===== src/rtl/serial_adder.sv =====
// Bit-serial adder/subtractor: one full-adder slice with a registered carry
// processes WIDTH-bit operands LSB-first under a start/busy/done handshake.
module serial_adder #(
  parameter int unsigned WIDTH = 8
) (
  input  logic             clk,
  input  logic             rst_n,
  input  logic             start,
  input  logic             sub,
  input  logic [WIDTH-1:0] a,
  input  logic [WIDTH-1:0] b,
  input  logic             cin,
  output logic             busy,
  output logic             done,
  output logic [WIDTH-1:0] sum,
  output logic             cout,
  output logic             overflow
);

  localparam int unsigned CW = (WIDTH > 1) ? $clog2(WIDTH) : 1;
  localparam logic [CW-1:0] LAST_BIT = CW'(WIDTH - 1);

  localparam logic [1:0] S_IDLE = 2'd0;
  localparam logic [1:0] S_RUN  = 2'd1;
  localparam logic [1:0] S_DONE = 2'd2;

  logic [1:0]       state_q, state_d;
  logic [WIDTH-1:0] a_q, a_d;
  logic [WIDTH-1:0] b_q, b_d;
  logic [WIDTH-1:0] res_q, res_d;
  logic [CW-1:0]    cnt_q, cnt_d;
  logic             c_q, c_d;
  logic             busy_d, done_d;
  logic [WIDTH-1:0] sum_d;
  logic             cout_d, overflow_d;

  // Full-adder slice on the current LSBs of the operand shift registers
  logic s_bit, c_next;
  assign s_bit  = a_q[0] ^ b_q[0] ^ c_q;
  assign c_next = (a_q[0] & b_q[0]) | (a_q[0] & c_q) | (b_q[0] & c_q);

  always_ff @(posedge clk or negedge rst_n) begin
    if (!rst_n) begin
      state_q  <= S_IDLE;
      a_q      <= '0;
      b_q      <= '0;
      res_q    <= '0;
      cnt_q    <= '0;
      c_q      <= 1'b0;
      busy     <= 1'b0;
      done     <= 1'b0;
      sum      <= '0;
      cout     <= 1'b0;
      overflow <= 1'b0;
    end else begin
      state_q  <= state_d;
      a_q      <= a_d;
      b_q      <= b_d;
      res_q    <= res_d;
      cnt_q    <= cnt_d;
      c_q      <= c_d;
      busy     <= busy_d;
      done     <= done_d;
      sum      <= sum_d;
      cout     <= cout_d;
      overflow <= overflow_d;
    end
  end

  always_comb begin
    state_d    = state_q;
    a_d        = a_q;
    b_d        = b_q;
    res_d      = res_q;
    cnt_d      = cnt_q;
    c_d        = c_q;
    busy_d     = busy;
    done_d     = 1'b0;
    sum_d      = sum;
    cout_d     = cout;
    overflow_d = overflow;

    case (state_q)
      S_IDLE: begin
        if (start) begin
          // Subtraction runs as a + ~b + ~cin; carry-out then means "no borrow"
          a_d     = a;
          b_d     = sub ? ~b : b;
          c_d     = sub ? ~cin : cin;
          res_d   = '0;
          cnt_d   = '0;
          busy_d  = 1'b1;
          state_d = S_RUN;
        end
      end

      S_RUN: begin
        a_d   = a_q >> 1;
        b_d   = b_q >> 1;
        res_d = {s_bit, res_q[WIDTH-1:1]};
        c_d   = c_next;
        cnt_d = cnt_q + CW'(1);
        if (cnt_q == LAST_BIT) begin
          // c_q is the carry into the MSB here, c_next the carry out of it
          sum_d      = {s_bit, res_q[WIDTH-1:1]};
          cout_d     = c_next;
          overflow_d = c_q ^ c_next;
          cnt_d      = '0;
          busy_d     = 1'b0;
          done_d     = 1'b1;
          state_d    = S_DONE;
        end
      end

      S_DONE: begin
        state_d = S_IDLE;
      end

      default: begin
        busy_d  = 1'b0;
        state_d = S_IDLE;
      end
    endcase
  end

endmodule

===== config.mk =====
export PLATFORM = sky130hd
export DESIGN_NAME = serial_adder
export DESIGN_NICKNAME = d
export VERILOG_FILES = /design/src/rtl/serial_adder.sv
export SDC_FILE = /design/constraint.sdc
export NUM_CORES = 1
export LEC_CHECK = 0
export CAP_MARGIN = 5
export CORE_MARGIN = 2
export CORE_UTILIZATION = 58
export CTS_BUF_LIST = sky130_fd_sc_hd__clkbuf_8
export DETAILED_ROUTE_END_ITERATION = 8
export GPL_ROUTABILITY_DRIVEN = 1
export PLACE_DENSITY = 0.85
export SLEW_MARGIN = 20
export SYNTH_ARGS = -nofsm -noshare
export SYNTH_HDL_FRONTEND = slang
export SYNTH_SLANG_ARGS = --single-unit

===== constraint.sdc =====
create_clock -name clk -period 3.7 [get_ports clk]
set_input_delay 0.74 -clock clk [delete_from_list [all_inputs] [get_ports clk]]
set_output_delay 0.74 -clock clk [all_outputs]
set_load 0.01 [all_outputs]

Yosys cells after proc, flatten, opt, wreduce, memory -nomap -nowiden:

Cells that the tools add are included.

* memory bits (writable): 0
* flip-flop bits (word level): 42
* output and inout bits: 12
* memories kept: 0
* latch bits: 0
* ROM bits: 0
* logic and storage cells: 55

* bitwise operators: 11
* muxes and demuxes: 21
* shifts and indexed selects: 0
* div/mod/pow operators: 0
* equal/unequal tests: 5
* $mul: 0
* reductions and logical operators: 6
* add/subtract/negate cells: 1
* $lt $le $gt $ge: 0

Operators with widths (count)
* 8-bit one-hot mux with 2 select lines: 3
* 8-bit 2-to-1 mux: 4
* 8-bit NOT: 1
* 1-bit 2-to-1 mux: 6
* 3-bit 2-to-1 mux: 2
* 3-bit one-hot mux with 2 select lines: 1
* 2-bit AND reduction: 3
* 2-bit 2-to-1 mux: 2
* 2-bit != test, second input constant: 2
* 2-bit one-hot mux with 2 select lines: 1
* 3-bit by 1-bit adder with 3-bit output, second input constant: 1
* 1-bit AND: 3
* 3-bit == test, second input constant: 1
* 1-bit one-hot mux with 3 select lines: 1
* 3-bit AND reduction: 1
* 1-bit bitwise XOR: 3
* 2-bit by 1-bit == test with 1-bit output, second input constant: 1
* 2-bit == test, second input constant: 1
* 2-bit logical NOT: 1
* 1-bit NOT: 2
* 1-bit bitwise OR: 2
* 1-bit one-hot mux with 2 select lines: 1
* 2-bit nonzero test: 1

Logic depth before layout (Yosys ltp):

* word-level depth: 4
* gate-level depth with buffers: 6

Worst setup path before layout:

Ideal clock, no wire load.

* path type: input-to-reg
* start: input port sub
* end: register b_q[3]
* buffers on the path: 1
* data arrival time: 1423 ps
* path slack: 2150 ps
* required time: 3573 ps
* stages: 4
* cells stage by stage: buf_2 xor2_1 a222oi_1 inv_1

* word-level cells in the longest chain between the ends: 3

RTL lines
* start, declared: RTL line 9 `input logic sub,`
* 8-bit 2-to-1 mux: RTL line 88 `b_d = sub ? ~b : b;`
* 8-bit 2-to-1 mux: RTL line 85 `if (start) begin`
* 8-bit one-hot mux with 2 select lines: RTL line 83 `case (state_q)`
* end signal, assigned: RTL line 46 `b_q <= '0;`
* end signal, assigned: RTL line 58 `b_q <= b_d;`
* end, declared: RTL line 29 `logic [WIDTH-1:0] b_q, b_d;`

No other way between the ends. The select of a mux whose other input is x is not followed.
A chain may end at the register's enable or synchronous reset.

Worst setup path after layout:

* start: register busy
* end: output port busy

RTL lines
* start, declared: RTL line 13 `output logic busy,`
* start signal, assigned: RTL line 62 `busy <= busy_d;`

No word-level cell between the ends.

==> results.tsv <==
stage	metric	value	unit
status	status	finished, final reports clean	
yosys	Post-synth ARST share	100	%
clock_network	CTS tree	built	
sta	fin crit share	53.4	%
placement	routability cong.	0.757	
layout	most frequent cells in the layout	dfrtp_1 (41), clkdlybuf4s50_1 (31), nand2_1 (11)	
worst_setup_path	RR Startpoint	state_q[1]$_DFFE_PN0P_	
sta	unrepaired setup endpoints after global routing	false	
route	post-route ant nets	0	
worst_setup_path	Largest delay share family, worst path	buffers and inverters	
floorplan	Die Wd	60.4	um
placement	Cells after DPL	209	
min_path	Hold Path Class	register to register	
yosys	Synth Register Bits	41	
clock_network	worst skew pair latency	0.30	ns
route	Pre-antenna DRT Iters	6	
yosys	Syn Nets	167	
clock_network	Root Driver	clkbuf_8	
yosys	Post-synth EDFFs	0	
yosys	synthesized cell area	1840	um^2
clock_network	Clock Path Buffers	2	
job	Max Cap Viol	0	
route	First DRT Iteration DRCs	74	
grt	antenna violations before repair	0	
worst_setup_path	Arrival @ worst endpoint	1.23	ns
yosys	Primary FF master, synth	dfrtp_1	
clock_network	CTS Buf Count	5	
sta	slew margin rel.	41.2	%
worst_setup_path	depth of the most critical reg-to-reg path	2	
grt	largest net degree at the start of global routing	42	
route	Routed WL	3.50	mm
worst_setup_path	required time worst endpoint	2.96	ns
layout	Nets	196	
placement	I/O Buffers	32	
clock_network	CTS sink cnt	41	
min_path	Hold Path Origin	overflow$_DFFE_PN0P_	
worst_setup_path	R2R setup slack	2.06	ns
sta	setup_tns	0	ns
power	Max IR drop VDD	0.459	mV
yosys	Syn Inst Count	143	
sta	Hold Vio Cnt, Final	0	
worst_setup_path	Critical Path Max Stage Delay	0.55	ns
yosys	yosys warns	0	
floorplan	IO Count	33	
placement	Final HPWL DP	2.24	mm
clock_network	post-cts hold buffer count	0	
worst_setup_path	CP endpoint kind	output port	
yosys	Seq/Total Area, Yosys	55.6	%
yosys	post-synth cell types	29	
floorplan	Initial Util	60.9	%
route	via/cell ratio	5.69	
power	pwr dens	785	nW/um^2
layout	final non-filler cell total	217	
sta	final setup vio count	0	
grt	Global Route Usage Sum	22.4	%
sta	Worst Max-Slew Pin Slew	0.883	ns
worst_setup_path	Crit Path Class	register to output port	
floorplan	core footprint	3030	um^2
sta	final clock skew	0.00462	ns
floorplan	FP Rows	20	
clock_network	CTS HTree Levels	2	
layout	commonest non-fill, non-tap cell in the layout	dfrtp_1	
layout	area delta synth->final	23.1	%
sta	WHS	0.487	ns
worst_setup_path	CP startpoint kind	register	
route	vias after detailed routing	1234	
layout	n_diodes	0	
sta	max-slew violations	0	
grt	vias in the first global route	1241	
layout	share of layout cells above drive strength 1	13.3	%
worst_setup_path	Crit-path slowest cell	clkdlybuf4s50_1	
route	Post-route DRC	0	
min_path	hold worst-path end	overflow$_DFFE_PN0P_	
floorplan	die area	3650	um^2
sta	Final Critical Period	1.97	ns
worst_setup_path	crit path cell chain	clkdlybuf4s50_1	
yosys	syn avg cell area	12.9	um^2
clock_network	Setup Fix Bufs, Post-CTS	0	
power	PnR Total Power	1.78	mW
floorplan	Die Y	60.4	um
grt	grt ovf	0	
clock_network	CTS clock-pin slew for the worst setup and hold paths	0.08	ns
min_path	WHS Path Cells	2	
clock_network	post-cts resize count	0	
grt	global-route wire length before repair	5.84	mm
worst_setup_path	CP bufs+invs	1	
worst_setup_path	worst reg2reg endpoint	sum[5]$_DFFE_PN0P_	
route	Wirelength per Cell	16.1	um
sta	highest clock rate	506	MHz
worst_setup_path	Worst Path Max Fanout	3	
power	Lkg Pwr	1.07	nW
==> synth_stat cells (2+ instances only) <==
| cell | number | area (um^2) |
|---|---|---|
| dfrtp_1 | 41 | 1030 |
| nand2_1 | 11 | 41.3 |
| o21ai_0 | 10 | 50.1 |
| a22o_1 | 9 | 78.8 |
| xor2_1 | 9 | 78.8 |
| a22oi_1 | 7 | 52.6 |
| inv_1 | 7 | 26.3 |
| mux2_4 | 6 | 90.1 |
| a221o_1 | 4 | 40.0 |
| a222oi_1 | 4 | 40.0 |
| buf_4 | 4 | 30.0 |
| nor3b_1 | 4 | 30.0 |
| a21oi_1 | 3 | 15.0 |
| buf_6 | 3 | 33.8 |
| mux2_2 | 3 | 33.8 |
| nor2b_1 | 3 | 18.8 |
| buf_2 | 2 | 10.0 |
| ha_1 | 2 | 25.0 |
==> per-stage QoR <==
step                utilization [%]  area (um^2)  worst slack [ns]
floorplan                         -         1840              2.15
global placement               70.6         2140              1.49
detailed placement             70.6         2140              1.41
CTS                            75.0         2270              1.70
global route                   75.0         2270              1.57
finish                         75.0         2270              1.73
==> layout make-up <==
cell class | count | area, um^2
inverter | 8 | 30.0
multi-input combinational | 84 | 711
tap | 44 | 55.1
fill | 206 | 757
clock inverter | 3 | 65.1
clock buffer | 5 | 68.8
sequential | 41 | 1030
timing repair buffer | 32 | 315
==> worst max-delay path by stage <==
stage,from,end,slack (ns),cells after the start
finish,busy$_DFFE_PN0P_,busy,1.73,1
global route,start,a_q[2]$_DFFE_PN0P_,1.57,4
CTS,sum[5]$_DFFE_PN0P_,sum[5],1.70,1
detailed placement,start,a_q[0]$_DFFE_PN0P_,1.41,4
global placement,start,a_q[0]$_DFFE_PN0P_,1.49,4
floorplan,sub,b_q[3]$_DFFE_PN0P_,2.15,4
==> power breakdown <==
part | switching (mW) | internal [mW] | total [mW] | leakage (nW)
combinational | 0.253 | 0.332 | 0.585 | 0.469
sequential | 0.147 | 0.626 | 0.773 | 0.531
clock | 0.156 | 0.268 | 0.424 | 0.0681
total | 0.556 | 1.23 | 1.78 | 1.07
==> cells by family (layout without fill, tap and decap cells) <==
logic type | after synthesis | count (layout) | share of synthesized area (%)
AND/OR/NAND/NOR | 22 | 22 | 7.60
flip-flops | 41 | 41 | 55.6
adder cells (fa/ha/maj) | 3 | 3 | 2.44
multiplexers | 9 | 9 | 6.72
AO/OA/AOI/OAI | 40 | 40 | 17.0
buffers and inverters | 18 | 48 | 5.83
XOR/XNOR | 10 | 10 | 4.75
==> registers in the layout, indices dropped and copies added, names as in the netlist <==
name and flops:
cnt_q 3, res_q 7, c_q 1, sum 8
b_q 8, busy 1, a_q 8, cout 1
overflow 1, done 1, state_q 2
==> metal layers <==
| metal | GRT usage (%) | vias up | wire, um |
|---|---|---|---|
| met5 | 0 | - | 0 |
| met4 | 7.30 | 0 | 59 |
| met3 | 7.25 | 8 | 201 |
| met2 | 36.3 | 43 | 1780 |
| met1 | 28.7 | 613 | 1460 |
| li1 | - | 570 | - |
Power figures use the tool's default switching activity.
